===== config.mk =====
export PLATFORM = sky130hd
export DESIGN_NAME = fpga_config_loader
export DESIGN_NICKNAME = d
export VERILOG_FILES = /design/src/rtl/fpga_config_pkg.sv /design/src/rtl/fpga_config_crc8.sv /design/src/rtl/fpga_config_loader.sv
export SDC_FILE = /design/constraint.sdc
export NUM_CORES = 1
export LEC_CHECK = 0
export BUFFER_PORTS_ARGS = -buffer_cell sky130_fd_sc_hd__buf_4
export CORE_MARGIN = 2
export CORE_UTILIZATION = 25
export DETAILED_ROUTE_END_ITERATION = 8
export PLACE_DENSITY = 0.49
export SLEW_MARGIN = 5
export SYNTH_ARGS = -nofsm -noshare
export SYNTH_HDL_FRONTEND = slang
export SYNTH_SLANG_ARGS = --single-unit

===== constraint.sdc =====
create_clock -name clk_i -period 1.6 [get_ports clk_i]
set_input_delay 0.16 -clock clk_i [delete_from_list [all_inputs] [get_ports clk_i]]
set_output_delay 0.16 -clock clk_i [all_outputs]
set_load 0.03 [all_outputs]

===== src/rtl/fpga_config_pkg.sv =====
// Shared types and constants for the fabric configuration loader.
// The optional CRC check is compiled in with FPGA_CFG_CRC_EN.
package fpga_config_pkg;

  typedef enum logic [2:0] {
    ST_IDLE  = 3'd0,
    ST_LOAD  = 3'd1,
    ST_SHIFT = 3'd2,
    ST_CRC   = 3'd3,
    ST_LATCH = 3'd4,
    ST_DONE  = 3'd5
  } cfg_state_e;

  localparam logic [7:0] CFG_CRC_POLY = 8'h07;
  localparam logic [7:0] CFG_CRC_INIT = 8'h00;

  // One serial CRC-8 step: MSB-first register, bit enters at the top.
  function automatic logic [7:0] crc8_step(input logic [7:0] crc, input logic bit_in);
    logic fb;
    fb = crc[7] ^ bit_in;
    return {crc[6:0], 1'b0} ^ (fb ? CFG_CRC_POLY : 8'h00);
  endfunction

endpackage


===== src/rtl/fpga_config_crc8.sv =====
// Serial bit-in CRC-8 over the configuration stream, with clear and enable.
// Only instantiated by the loader when FPGA_CFG_CRC_EN is defined.
module fpga_config_crc8
  import fpga_config_pkg::*;
(
  input  logic       clk_i,
  input  logic       rstn_i,
  input  logic       clr_i,
  input  logic       en_i,
  input  logic       bit_i,
  output logic [7:0] crc_o
);

  logic [7:0] r_crc;

  // Fold one chain bit into the running CRC whenever the chain shifts.
  // NOTE: sequential state uses non-blocking (<=) so every flop samples pre-edge values.
  always_ff @(posedge clk_i or negedge rstn_i) begin
    if (!rstn_i) begin
      r_crc <= CFG_CRC_INIT;
    end else if (clr_i) begin
      r_crc <= CFG_CRC_INIT;
    end else if (en_i) begin
      r_crc <= crc8_step(r_crc, bit_i);
    end
  end

  assign crc_o = r_crc;

endmodule


===== src/rtl/fpga_config_loader.sv =====
// Fabric configuration chain loader: accepts host words over valid/ready,
// shifts them LSB-first into the chain, then strobes the shadow latch.
// Define FPGA_CFG_CRC_EN to add a trailing CRC-8 word check before latching.
module fpga_config_loader
  import fpga_config_pkg::*;
#(
  parameter int CHAIN_LEN = 1024,
  parameter int WORD_W    = 8
) (
  input  logic              clk_i,
  input  logic              rstn_i,
  input  logic              start_i,
  input  logic [WORD_W-1:0] word_i,
  input  logic              word_valid_i,
  output logic              word_ready_o,
  output logic              cfg_data_o,
  output logic              cfg_shift_o,
  output logic              cfg_latch_o,
  output logic              cfg_busy_o,
  output logic              cfg_done_o,
  output logic              cfg_error_o
);

  localparam int CNT_W = $clog2(CHAIN_LEN + 1);
  localparam int IDX_W = (WORD_W > 1) ? $clog2(WORD_W) : 1;
  localparam logic [CNT_W-1:0] LAST_BIT = CNT_W'(CHAIN_LEN - 1);
  localparam logic [IDX_W-1:0] LAST_IDX = IDX_W'(WORD_W - 1);

  cfg_state_e        r_state;
  logic [CNT_W-1:0]  r_bit_cnt;
  logic [IDX_W-1:0]  r_bit_idx;
  logic [WORD_W-1:0] r_shreg;
  logic              r_ready;
  logic              r_data;
  logic              r_shift;
  logic              r_latch;
  logic              r_busy;
  logic              r_done;
  logic [WORD_W-1:0] w_shreg_nxt;
  logic              w_start_ok;

  // A start request only counts while the loader is idle or finished.
  assign w_start_ok  = start_i && ((r_state == ST_IDLE) || (r_state == ST_DONE));
  assign w_shreg_nxt = r_shreg >> 1;

`ifdef FPGA_CFG_CRC_EN
  logic       r_error;
  logic [7:0] w_crc;

  fpga_config_crc8 u_crc (
    .clk_i  (clk_i),
    .rstn_i (rstn_i),
    .clr_i  (w_start_ok),
    .en_i   (r_shift),
    .bit_i  (r_data),
    .crc_o  (w_crc)
  );
`endif

  // Load sequencer; outputs are registered alongside each state transition.
  always_ff @(posedge clk_i or negedge rstn_i) begin
    if (!rstn_i) begin
      r_state   <= ST_IDLE;
      r_bit_cnt <= '0;
      r_bit_idx <= '0;
      r_shreg   <= '0;
      r_ready   <= 1'b0;
      r_data    <= 1'b0;
      r_shift   <= 1'b0;
      r_latch   <= 1'b0;
      r_busy    <= 1'b0;
      r_done    <= 1'b0;
`ifdef FPGA_CFG_CRC_EN
      r_error   <= 1'b0;
`endif
    end else begin
      r_latch <= 1'b0;
      case (r_state)
        ST_IDLE, ST_DONE: begin
          if (start_i) begin
            r_state   <= ST_LOAD;
            r_bit_cnt <= '0;
            r_ready   <= 1'b1;
            r_busy    <= 1'b1;
            r_done    <= 1'b0;
`ifdef FPGA_CFG_CRC_EN
            r_error   <= 1'b0;
`endif
          end
        end

        ST_LOAD: begin
          if (word_valid_i) begin
            r_state   <= ST_SHIFT;
            r_shreg   <= word_i;
            r_bit_idx <= '0;
            r_ready   <= 1'b0;
            r_shift   <= 1'b1;
            r_data    <= word_i[0];
          end
        end

        ST_SHIFT: begin
          r_bit_cnt <= r_bit_cnt + CNT_W'(1);
          r_shreg   <= w_shreg_nxt;
          if (r_bit_cnt == LAST_BIT) begin
            // Chain full: any remaining bits of this word are dropped.
            r_shift <= 1'b0;
            r_data  <= 1'b0;
`ifdef FPGA_CFG_CRC_EN
            r_state <= ST_CRC;
            r_ready <= 1'b1;
`else
            r_state <= ST_LATCH;
            r_latch <= 1'b1;
`endif
          end else if (r_bit_idx == LAST_IDX) begin
            r_state <= ST_LOAD;
            r_shift <= 1'b0;
            r_data  <= 1'b0;
            r_ready <= 1'b1;
          end else begin
            r_bit_idx <= r_bit_idx + IDX_W'(1);
            r_data    <= w_shreg_nxt[0];
          end
        end

`ifdef FPGA_CFG_CRC_EN
        ST_CRC: begin
          if (word_valid_i) begin
            r_ready <= 1'b0;
            if (word_i[7:0] == w_crc) begin
              r_state <= ST_LATCH;
              r_latch <= 1'b1;
            end else begin
              // Bad image: finish without touching the shadow configuration.
              r_state <= ST_DONE;
              r_error <= 1'b1;
              r_done  <= 1'b1;
              r_busy  <= 1'b0;
            end
          end
        end
`endif

        ST_LATCH: begin
          r_state <= ST_DONE;
          r_done  <= 1'b1;
          r_busy  <= 1'b0;
        end

        default: begin
          r_state <= ST_IDLE;
          r_ready <= 1'b0;
          r_shift <= 1'b0;
          r_data  <= 1'b0;
          r_busy  <= 1'b0;
        end
      endcase
    end
  end

  assign word_ready_o = r_ready;
  assign cfg_data_o   = r_data;
  assign cfg_shift_o  = r_shift;
  assign cfg_latch_o  = r_latch;
  assign cfg_busy_o   = r_busy;
  assign cfg_done_o   = r_done;
`ifdef FPGA_CFG_CRC_EN
  assign cfg_error_o  = r_error;
`else
  assign cfg_error_o  = 1'b0;
`endif

endmodule


==> results of run 1 <==
## registers in the layout (all words and copies together), names as in the netlist
register,flops
cfg_done_o,1
cfg_latch_o,1
cfg_shift_o,1
r_shreg,7
word_ready_o,1
cfg_data_o,1
cfg_busy_o,1
r_bit_cnt,11
r_bit_idx,3
r_state,3
## cell type report
class | count | area, sq um | share of cell area (%)
Tap cell | 77 | 96.34 | 4.513
Multi-Input combinational cell | 125 | 819.5 | 38.39
Clock inverter | 3 | 40.04 | 1.876
Sequential cell | 30 | 750.7 | 35.17
Timing Repair Buffer | 44 | 332.8 | 15.59
Clock buffer | 5 | 68.82 | 3.224
Inverter | 7 | 26.28 | 1.231
## cells in the mapped netlist, drive strengths merged (3+ instances only)
cell type | instances | area [sq um]
nand2 | 24 | 90.09
inv | 7 | 26.28
mux2i | 3 | 30.03
a21oi | 8 | 40.04
nor2 | 13 | 48.80
buf | 7 | 36.28
o21ai | 18 | 90.09
and3 | 3 | 18.77
ha | 3 | 37.54
dfrtp | 30 | 750.7
a31oi | 9 | 56.30
nor4 | 4 | 31.28
nand3 | 4 | 20.02
nand2b | 4 | 25.02
nand4 | 4 | 25.02
clkbuf | 4 | 15.01
## metal layers
metal	GRT usage, %	share of wire [%]	vias up
met5	0	0	-
met3	2.770	3.2	5
met2	18.25	47	21
li1	-	-	698
met1	15.92	48	654
met4	5.718	1.9	0
## worst max path at each step
| stage | from | slack [ns] | end | depth (start not counted) |
|---|---|---|---|---|
| 2_1_floorplan | r_bit_idx[1]$_DFFE_PN0P_ | -0.05 | r_bit_idx[0]$_DFFE_PN0P_ | 6 |
| 3_3_place_gp | r_bit_idx[1]$_DFFE_PN0P_ | -0.06 | r_bit_idx[0]$_DFFE_PN0P_ | 5 |
| 3_5_place_dp | r_bit_idx[1]$_DFFE_PN0P_ | -0.13 | r_bit_idx[0]$_DFFE_PN0P_ | 5 |
| 4_1_cts | r_bit_idx[1]$_DFFE_PN0P_ | -0.05 | r_bit_idx[0]$_DFFE_PN0P_ | 5 |
| 5_1_grt | r_bit_idx[1]$_DFFE_PN0P_ | -0.12 | r_bit_idx[0]$_DFFE_PN0P_ | 5 |
| 6_report | r_bit_idx[1]$_DFFE_PN0P_ | -0.07 | r_bit_idx[0]$_DFFE_PN0P_ | 5 |
## power groups by stage
stage               logic (mW)  registers, mW  clock network [mW]
floorplan                0.819           1.19                   0
global placement          1.35           1.12                   0
detailed placement        1.38           1.13                   0
global route              1.64           1.14               0.820
finish                    1.46           1.12               0.763
CTS                       1.44           1.12               0.789
## worst reg2reg max path: stages, from the launching register on
cell     delay (ns)
dfrtp_1        0.39
ha_2           0.19
ha_4           0.16
o21ai_2        0.12
or3b_4         0.43
mux2_4         0.27
## cell families after synthesis
logic type      count (synthesis)  share of synthesized area [%]
flops                          30                          47.36
compound gates                 44                          16.97
fa+ha+maj                       3                          2.368
buf+inv                        18                          4.893
other cells                     1                         0.2366
simple gates                   70                          23.76
mux                             5                          3.315
xor+xnor                        2                          1.105
## timing repair
| action | in CTS | in global routing |
|---|---|---|
| hold buffers | 1 | 0 |
| buffers inserted | 0 | 2 |
| gates resized for setup | 7 | 2 |
| endpoints found under the hold margin | 30 | 0 |
| setup endpoints to repair | 6 | 8 |
| pin swaps | 2 | 0 |
## per-stage QoR
step / instance area [sq um] / hold WS (ns) / power [mW]
5_1_grt: 2135 / 0.1433 / 3.610
3_5_place_dp: 1956 / 0.1201 / 2.510
4_1_cts: 2106 / 0.1213 / 3.346
3_3_place_gp: 1956 / 0.1267 / 2.478
2_1_floorplan: 1603 / -0.1356 / 2.010
6_report: 2135 / 0.1311 / 3.343
==> results_dict.tcl, run 1 <==
set metrics [dict create \
    status "finished, violations left" \
    violations "setup timing" \
    avgRoutedWirePerCell_um 13.09 \
    hold_violations 0 \
    reg2reg_slack_ns -0.07 \
    endpoint_kind "flop" \
    ys_seq_elements 30 \
    r2r-start "r_bit_idx[1]$_DFFE_PN0P_" \
    ys_seq_area_share_pct 47.36 \
    n_fill_cell 666 \
    grt_usage_pct 11.94 \
    via_count 1378 \
    gp_congestion 0.7379 \
    initial_utilization_pct 25.40 \
    maxCapViolations 0 \
    syn_area_sq_mm 0.001585 \
    maxSlewViolCount 0 \
    place_inst 280 \
    coreArea_sq_mm 0.006241 \
    grt_pass1_wl_um 6568 \
    start_kind "flop" \
    yosys.cell_types.count 41 \
    critPathRequiredTime_ns 1.77 \
    drtIter0Drc 90 \
    p_sw_mw 1.231 \
    cp_cell_sequence "ha_2 > ha_4 > o21ai_2 > or3b_4 > mux2_4" \
    setup_violations 1 \
    cts_tree "done" \
    synth_warnings 0 \
    routed_wl_um 3808 \
    pwr-share-comb_pct 43.8 \
    fin_nets 228 \
    die_y_um 83.63 \
    vias_per_cell 4.735 \
    cpMaxStageDelayCell "or3b_4" \
    min_delay_path_depth 3 \
    antenna_found_initial 0 \
    worstPathBufferInverterCount 0 \
    drc 0 \
    grt_pass1_vias 1352 \
    synthCells 173 \
    drt-pass1-iter-count 4 \
    synth_ff_type "dfrtp_1" \
    max-clock-path-buffers 2 \
    min_period_over_period_pct 104.2 \
    internal-power_mw 2.112 \
    power_frac_seq_pct 33.4 \
    rows 29 \
    ant_nets 0 \
    p_clk_share_pct 22.8 \
    rsz0062_at_grt "true" \
    ir_worst_vdd_mv 0.6809 \
    avgSynthCellArea_sq_um 9.163 \
    synth_nets 188 \
    grt-ovfl-total 0 \
    p_leak_nw 0.9646 \
    cts-root-buf "clkbuf_8" \
    port_buffers 17 \
    clock-sinks 30 \
    crit_fanout 4 \
    final_cells 291 \
    tns_ns -0.06695 \
    final_cell_mix "buf_4, dfrtp_1, nand2_1, o21ai_0, nor2_1" \
    cts_htree_levels 2 \
    io_pins 19 \
    final_common_cell "buf_4" \
    cpPeakStageDelay_ns 0.43 \
    synth-edff-count 0 \
    fin_util_pct 34.20 \
    p_per_area_mw_per_mm2 1566 \
    worstPathArrival_ns 1.84 \
    whs_endpoint "r_shreg[5]$_DFFE_PN0P_" \
    worstHoldPathType "in -> reg" \
    clock_skew_ns 0.008474 \
    pre_cts_ws_ns -0.1283 \
    grt_max_degree 31 \
    hpwl_um 2779 \
    n_antenna_cell 0 \
    switching_share_pct 36.83 \
    async_flop_share_pct 100.0 \
    area_delta_synth_final_pct 34.65 \
    rr_worst_depth 5 \
    final_layout_size_suffix_gt1_share_pct 32.71 \
    path_delay_family "simple AND/OR/NAND/NOR gates" \
    fin_crit_ns 1.667 \
    reg2reg_to "r_bit_idx[0]$_DFFE_PN0P_" \
    critical_path_class "reg -> reg" \
    fmax_mhz 599.9 \
    die_x_um 83.63 \
    layout_setup_ws_ns -0.06695 \
    cts_buffers 5 \
    worstHoldStart "word_i[5]" \
    clk_latency_ns 0.29 \
    die_area_sq_mm 0.006994 \
    cts.clk_slew.worst_paths_ns 0.07 \
]
Power figures use the tool's default switching activity.
==> run 2: changes to the inputs <==
- RECOVER_POWER: unset -> 25
==> run 2 against run 1 <==
Against the previous run: maximum frequency did not move; critical endpoint unchanged; cell count did not move; worst hold slack did not move; clock power barely moved; combinational power barely moved; utilization barely moved; the flow still finishes with violations (setup timing); worst setup slack did not move; design area fell by 0.12%; first-iteration DRC count did not move.
==> results_dict.tcl, run 2 (synthesized netlist as in run 1, its figures left out) <==
set metrics [dict create \
    grt_usage_pct 11.94 \
    path_delay_family "simple AND/OR/NAND/NOR gates" \
    p_per_area_mw_per_mm2 1568 \
    largest_reg_flops 11 \
    top_regs "r_bit_cnt x11, r_shreg x7" \
    hold_violations 0 \
    die_x_um 83.63 \
    drtIter0Drc 90 \
    endpoint_kind "flop" \
    min_delay_path_depth 3 \
    die_y_um 83.63 \
    status "finished, violations left" \
    grt_max_degree 31 \
    port_buffers 17 \
    vias_per_cell 4.735 \
    cp_cell_sequence "ha_2 > ha_4 > o21ai_2 > or3b_4 > mux2_4" \
    via_count 1378 \
    cpMaxStageDelayCell "or3b_4" \
    cts_buffers 5 \
    worstHoldPathType "in -> reg" \
    critical_path_class "reg -> reg" \
    die_area_sq_mm 0.006994 \
    rsz0062_at_grt "true" \
    routed_wl_um 3808 \
    cts_tree "done" \
    start_kind "flop" \
    rows 29 \
    coreArea_sq_mm 0.006241 \
    io_pins 19 \
    maxSlewViolCount 0 \
    area_delta_synth_final_pct 34.49 \
    fin_util_pct 34.16 \
    critPathRequiredTime_ns 1.77 \
    max-clock-path-buffers 2 \
    ant_nets 0 \
    drt-pass1-iter-count 4 \
    grt_pass1_wl_um 6568 \
    fmax_mhz 599.9 \
    worst_pin_slew_ns 0.7787 \
    cpPeakStageDelay_ns 0.43 \
    min_period_over_period_pct 104.2 \
    final_layout_size_suffix_gt1_share_pct 32.71 \
    setup_violations 1 \
    grt_pass1_vias 1352 \
    final_cell_mix "buf_4, dfrtp_1, nand2_1, o21ai_0, nor2_1" \
    dpl_cell_area_sq_mm 0.001956 \
    p_leak_nw 0.9639 \
    gp_congestion 0.7379 \
    clock_skew_ns 0.008474 \
    regMostFlops "r_bit_cnt" \
    fin_nets 228 \
    ir_worst_vdd_mv 0.6809 \
    slew_headroom_pct 48.09 \
    violations "setup timing" \
    clk_latency_ns 0.29 \
    rr_worst_depth 5 \
    layout_setup_ws_ns -0.06695 \
    maxCapViolations 0 \
    worstPathBufferInverterCount 0 \
    cts_htree_levels 2 \
    drc 0 \
    n_antenna_cell 0 \
    hpwl_um 2779 \
    cts-root-buf "clkbuf_8" \
    design_area_sq_mm 0.002132 \
    fin_crit_ns 1.667 \
    antenna_found_initial 0 \
    clock-sinks 30 \
    grt-ovfl-total 0 \
    worstPathArrival_ns 1.84 \
    initial_utilization_pct 25.40 \
    final_common_cell "buf_4" \
    avgRoutedWirePerCell_um 13.09 \
    crit_fanout 4 \
    cts.clk_slew.worst_paths_ns 0.07 \
    cp_num_cells 5 \
]
## run 2: path summary, 6_finish.rpt
kind                                          startpoint                        to  slack (ns)
max in group asynchronous                         rstn_i  r_bit_cnt[0]$_DFFE_PN0P_        0.62
min in group asynchronous                         rstn_i    cfg_done_o$_DFFE_PN0P_        0.48
worst min register to register    cfg_done_o$_DFFE_PN0P_    cfg_done_o$_DFFE_PN0P_        0.49
worst max register to register  r_bit_idx[1]$_DFFE_PN0P_  r_bit_idx[0]$_DFFE_PN0P_       -0.07
worst min-delay path                           word_i[5]    r_shreg[5]$_DFFE_PN0P_        0.13
worst max-delay path            r_bit_idx[1]$_DFFE_PN0P_  r_bit_idx[0]$_DFFE_PN0P_       -0.07
## run 2: routing by layer
metal | global-route usage (%) | routed length [um] | up-vias
met5 | 0 | 0 | -
met2 | 18.25 | 1786 | 21
met3 | 2.770 | 123 | 5
met4 | 5.718 | 73 | 0
met1 | 15.92 | 1824 | 654
li1 | - | - | 698
## run 2: tightest hold or removal path: stages
cell and delay, ns:
buf_4 0.10, nand2_1 0.04, a31oi_1 0.07
## run 2: layout make-up
class	instances	area, sq um
clock buffer	5	68.82
clock inverter	3	40.04
fill	665	4109
inverter	7	26.28
multi-input combinational	125	819.5
sequential	30	750.7
tap	77	96.34
timing repair buffer	44	330.3
## run 2: metrics by stage
stage	worst slack [ns]	setup TNS [ns]	std cells	total power, mW	hold slack [ns]
2_1_floorplan	-0.05167	-0.05167	173	2.010	-0.1356
3_3_place_gp	-0.06136	-0.07166	280	2.478	0.1267
6_report	-0.06695	-0.06695	291	3.342	0.1311
4_1_cts	-0.05472	-0.05472	289	3.346	0.1213
5_1_grt	-0.1181	-0.1760	291	3.609	0.1433
3_5_place_dp	-0.1283	-0.2315	280	2.510	0.1201
## run 2: repair_timing
item                                    4_1_cts  5_1_grt
hold buffers                                  1        0
pin swaps                                     2        0
endpoints found under the setup margin        6        8
buffers inserted                              0        2
hold endpoints to repair                     30        0
gates resized for setup                       7        2
gates cloned                                  0        0
## run 2: power breakdown
| part | switching (mW) | internal [mW] | total [mW] | leakage [nW] |
|---|---|---|---|---|
| combinational | 0.784 | 0.679 | 1.46 | 0.520 |
| sequential | 0.142 | 0.974 | 1.12 | 0.386 |
| clock | 0.305 | 0.458 | 0.763 | 0.0579 |
| total | 1.23 | 2.11 | 3.34 | 0.964 |
==> run 3: changes to the inputs <==
- CORE_UTILIZATION: 25 -> 57
- PLACE_DENSITY: 0.49 -> 0.85
- clock period: 1.6 -> 1.8 ns (I/O delays scaled with it)
==> run 3 against run 2 <==
Against the previous run: utilization grew 35 points; sequential power decreased by 9.8%; the run now ends clean; die area shrank 54%; first-iteration DRC count down 34%; maximum frequency decreased by 3.6%; register-to-register slack improved by 0.14 ns.
==> results_dict.tcl, run 3 (synthesized netlist as in run 1, its figures left out) <==
set metrics [dict create \
    status "completed" \
    drtIter0Drc 59 \
    final_layout_size_suffix_gt1_share_pct 22.73 \
    hold_violations 0 \
    initial_utilization_pct 59.01 \
    cp_common_cell "ha_1" \
    tns_ns 0 \
    grt_pass1_vias 1366 \
    avgRoutedWirePerCell_um 14.15 \
    io_pins 19 \
    die_x_um 56.74 \
    cts_htree_levels 2 \
    max-clock-path-buffers 2 \
    cp_cell_sequence "ha_1 > ha_1 > o21ai_1 > or3b_4 > mux2_2" \
    worst_pin_slew_ns 0.7224 \
    fin_crit_ns 1.729 \
    start_kind "flop" \
    min_period_over_period_pct 96.07 \
    port_buffers 17 \
    cts_setup_buffers 0 \
    vias_per_cell 6.000 \
    final_common_cell "dfrtp_1" \
    reg2reg_slack_ns 0.07 \
    coreArea_sq_mm 0.002686 \
    antenna_found_initial 0 \
    cpMaxStageDelayCell "or3b_4" \
    worstPathArrival_ns 1.95 \
    grt_pass1_wl_um 5837 \
    clk_latency_ns 0.33 \
    cts-root-buf "clkbuf_4" \
    regMostFlops "r_bit_cnt" \
    worstHoldPathType "in -> reg" \
    grt_max_degree 31 \
    n_antenna_cell 0 \
    report.power.total_mw 2.513 \
    cts_buffers 5 \
    crit_fanout 4 \
    endpoint_kind "flop" \
    hpwl_um 2415 \
    fmax_mhz 578.3 \
    clock-sinks 30 \
    grt_usage_pct 23.32 \
    rows 19 \
    ant_nets 0 \
    p_leak_nw 0.8568 \
    ir_worst_vdd_mv 1.094 \
    critical_path_class "reg -> reg" \
    n_fill_cell 202 \
    die_y_um 56.74 \
    grt-ovfl-total 0 \
    largest_reg_flops 11 \
    final_cell_mix "dfrtp_1, buf_4, nand2_1, o21ai_0, nor2_1" \
    fin_nets 214 \
    maxCapViolations 0 \
    area_delta_synth_final_pct 16.81 \
    cts_tree "done" \
    maxSlewViolCount 0 \
    top_regs "r_bit_cnt x11, r_shreg x7" \
    slew_headroom_pct 51.84 \
    drt-pass1-iter-count 4 \
    drc 0 \
    gp_congestion 0.8458 \
    setup_violations 0 \
    routed_wl_um 3241 \
    via_count 1374 \
    fin_util_pct 68.93 \
    cpPeakStageDelay_ns 0.42 \
    critPathRequiredTime_ns 2.02 \
    p_per_area_mw_per_mm2 1357 \
    cts.clk_slew.worst_paths_ns 0.08 \
    rsz0062_at_grt "false" \
    die_area_sq_mm 0.003219 \
    clock_skew_ns 0.005597 \
]
## run 3: cell types whose count changed in the layout (fill, tap and decap cells not counted), moves of 2 or more
cell      change
clkbuf_8      -4
buf_4        -14
ha_1          +3
clkbuf_4      +5
ha_2          -2
clkinv_2      -2
## run 3: power by group
part           total, mW  switching [mW]  internal, mW
combinational       1.12           0.625         0.495
sequential          1.01           0.146         0.864
clock              0.382           0.207         0.175
## run 3: worst max-delay path: cells and delay by family, from the launching register on
kind | cells | cell delay [ns]
adders and majority gates | 2 | 0.42
and+or+nand+nor | 1 | 0.42
DFF | 1 | 0.39
muxes | 1 | 0.27
AOI/OAI and AO/OA | 1 | 0.13
## run 3: per-layer routing
metal | vias up | routed length [um] | track usage [%]
li1 | 670 | - | -
met1 | 664 | 1427 | 28.96
met2 | 33 | 1592 | 38.70
met3 | 7 | 161 | 6.912
met4 | 0 | 59 | 7.973
met5 | - | 0 | 0
## run 3: path summary, 6_finish.rpt
path | from | endpoint | cells past startpoint
max | r_bit_idx[0]$_DFFE_PN0P_ | r_bit_idx[0]$_DFFE_PN0P_ | 5
min | word_i[2] | r_shreg[2]$_DFFE_PN0P_ | 3
max reg2reg | r_bit_idx[0]$_DFFE_PN0P_ | r_bit_idx[0]$_DFFE_PN0P_ | 5
min reg2reg | cfg_done_o$_DFFE_PN0P_ | cfg_done_o$_DFFE_PN0P_ | 1
max in group asynchronous | rstn_i | r_bit_cnt[1]$_DFFE_PN0P_ | 2
min in group asynchronous | rstn_i | r_shreg[7]$_DFFE_PN0P_ | 2
## run 3: cell type report
class                           instances  area, sq um  area share, %
Inverter                                7        26.28          1.419
Timing Repair Buffer                   30        225.2          12.16
Tap cell                               31        38.79          2.095
Clock buffer                            6        51.30          2.770
Sequential cell                        30        750.7          40.54
Multi-Input combinational cell        125        759.5          41.01
## run 3: through the flow
step / worst slack (ns) / cells / instance area [sq um] / hold WS [ns]
floorplan: 0.05864 / 173 / 1585 / -0.1156
global placement: 0.09473 / 222 / 1790 / 0.1196
CTS: 0.001688 / 229 / 1852 / 0.1065
finish: 0.07075 / 229 / 1852 / 0.1094
detailed placement: 0.01709 / 222 / 1790 / 0.1254
global route: 0.008856 / 229 / 1852 / 0.1066
## run 3: timing repair
action / CTS / global route
endpoints found under the hold margin: 30 / 0
endpoints found under the setup margin: 0 / 1
gates resized for setup: 0 / 2
hold buffers: 1 / 0
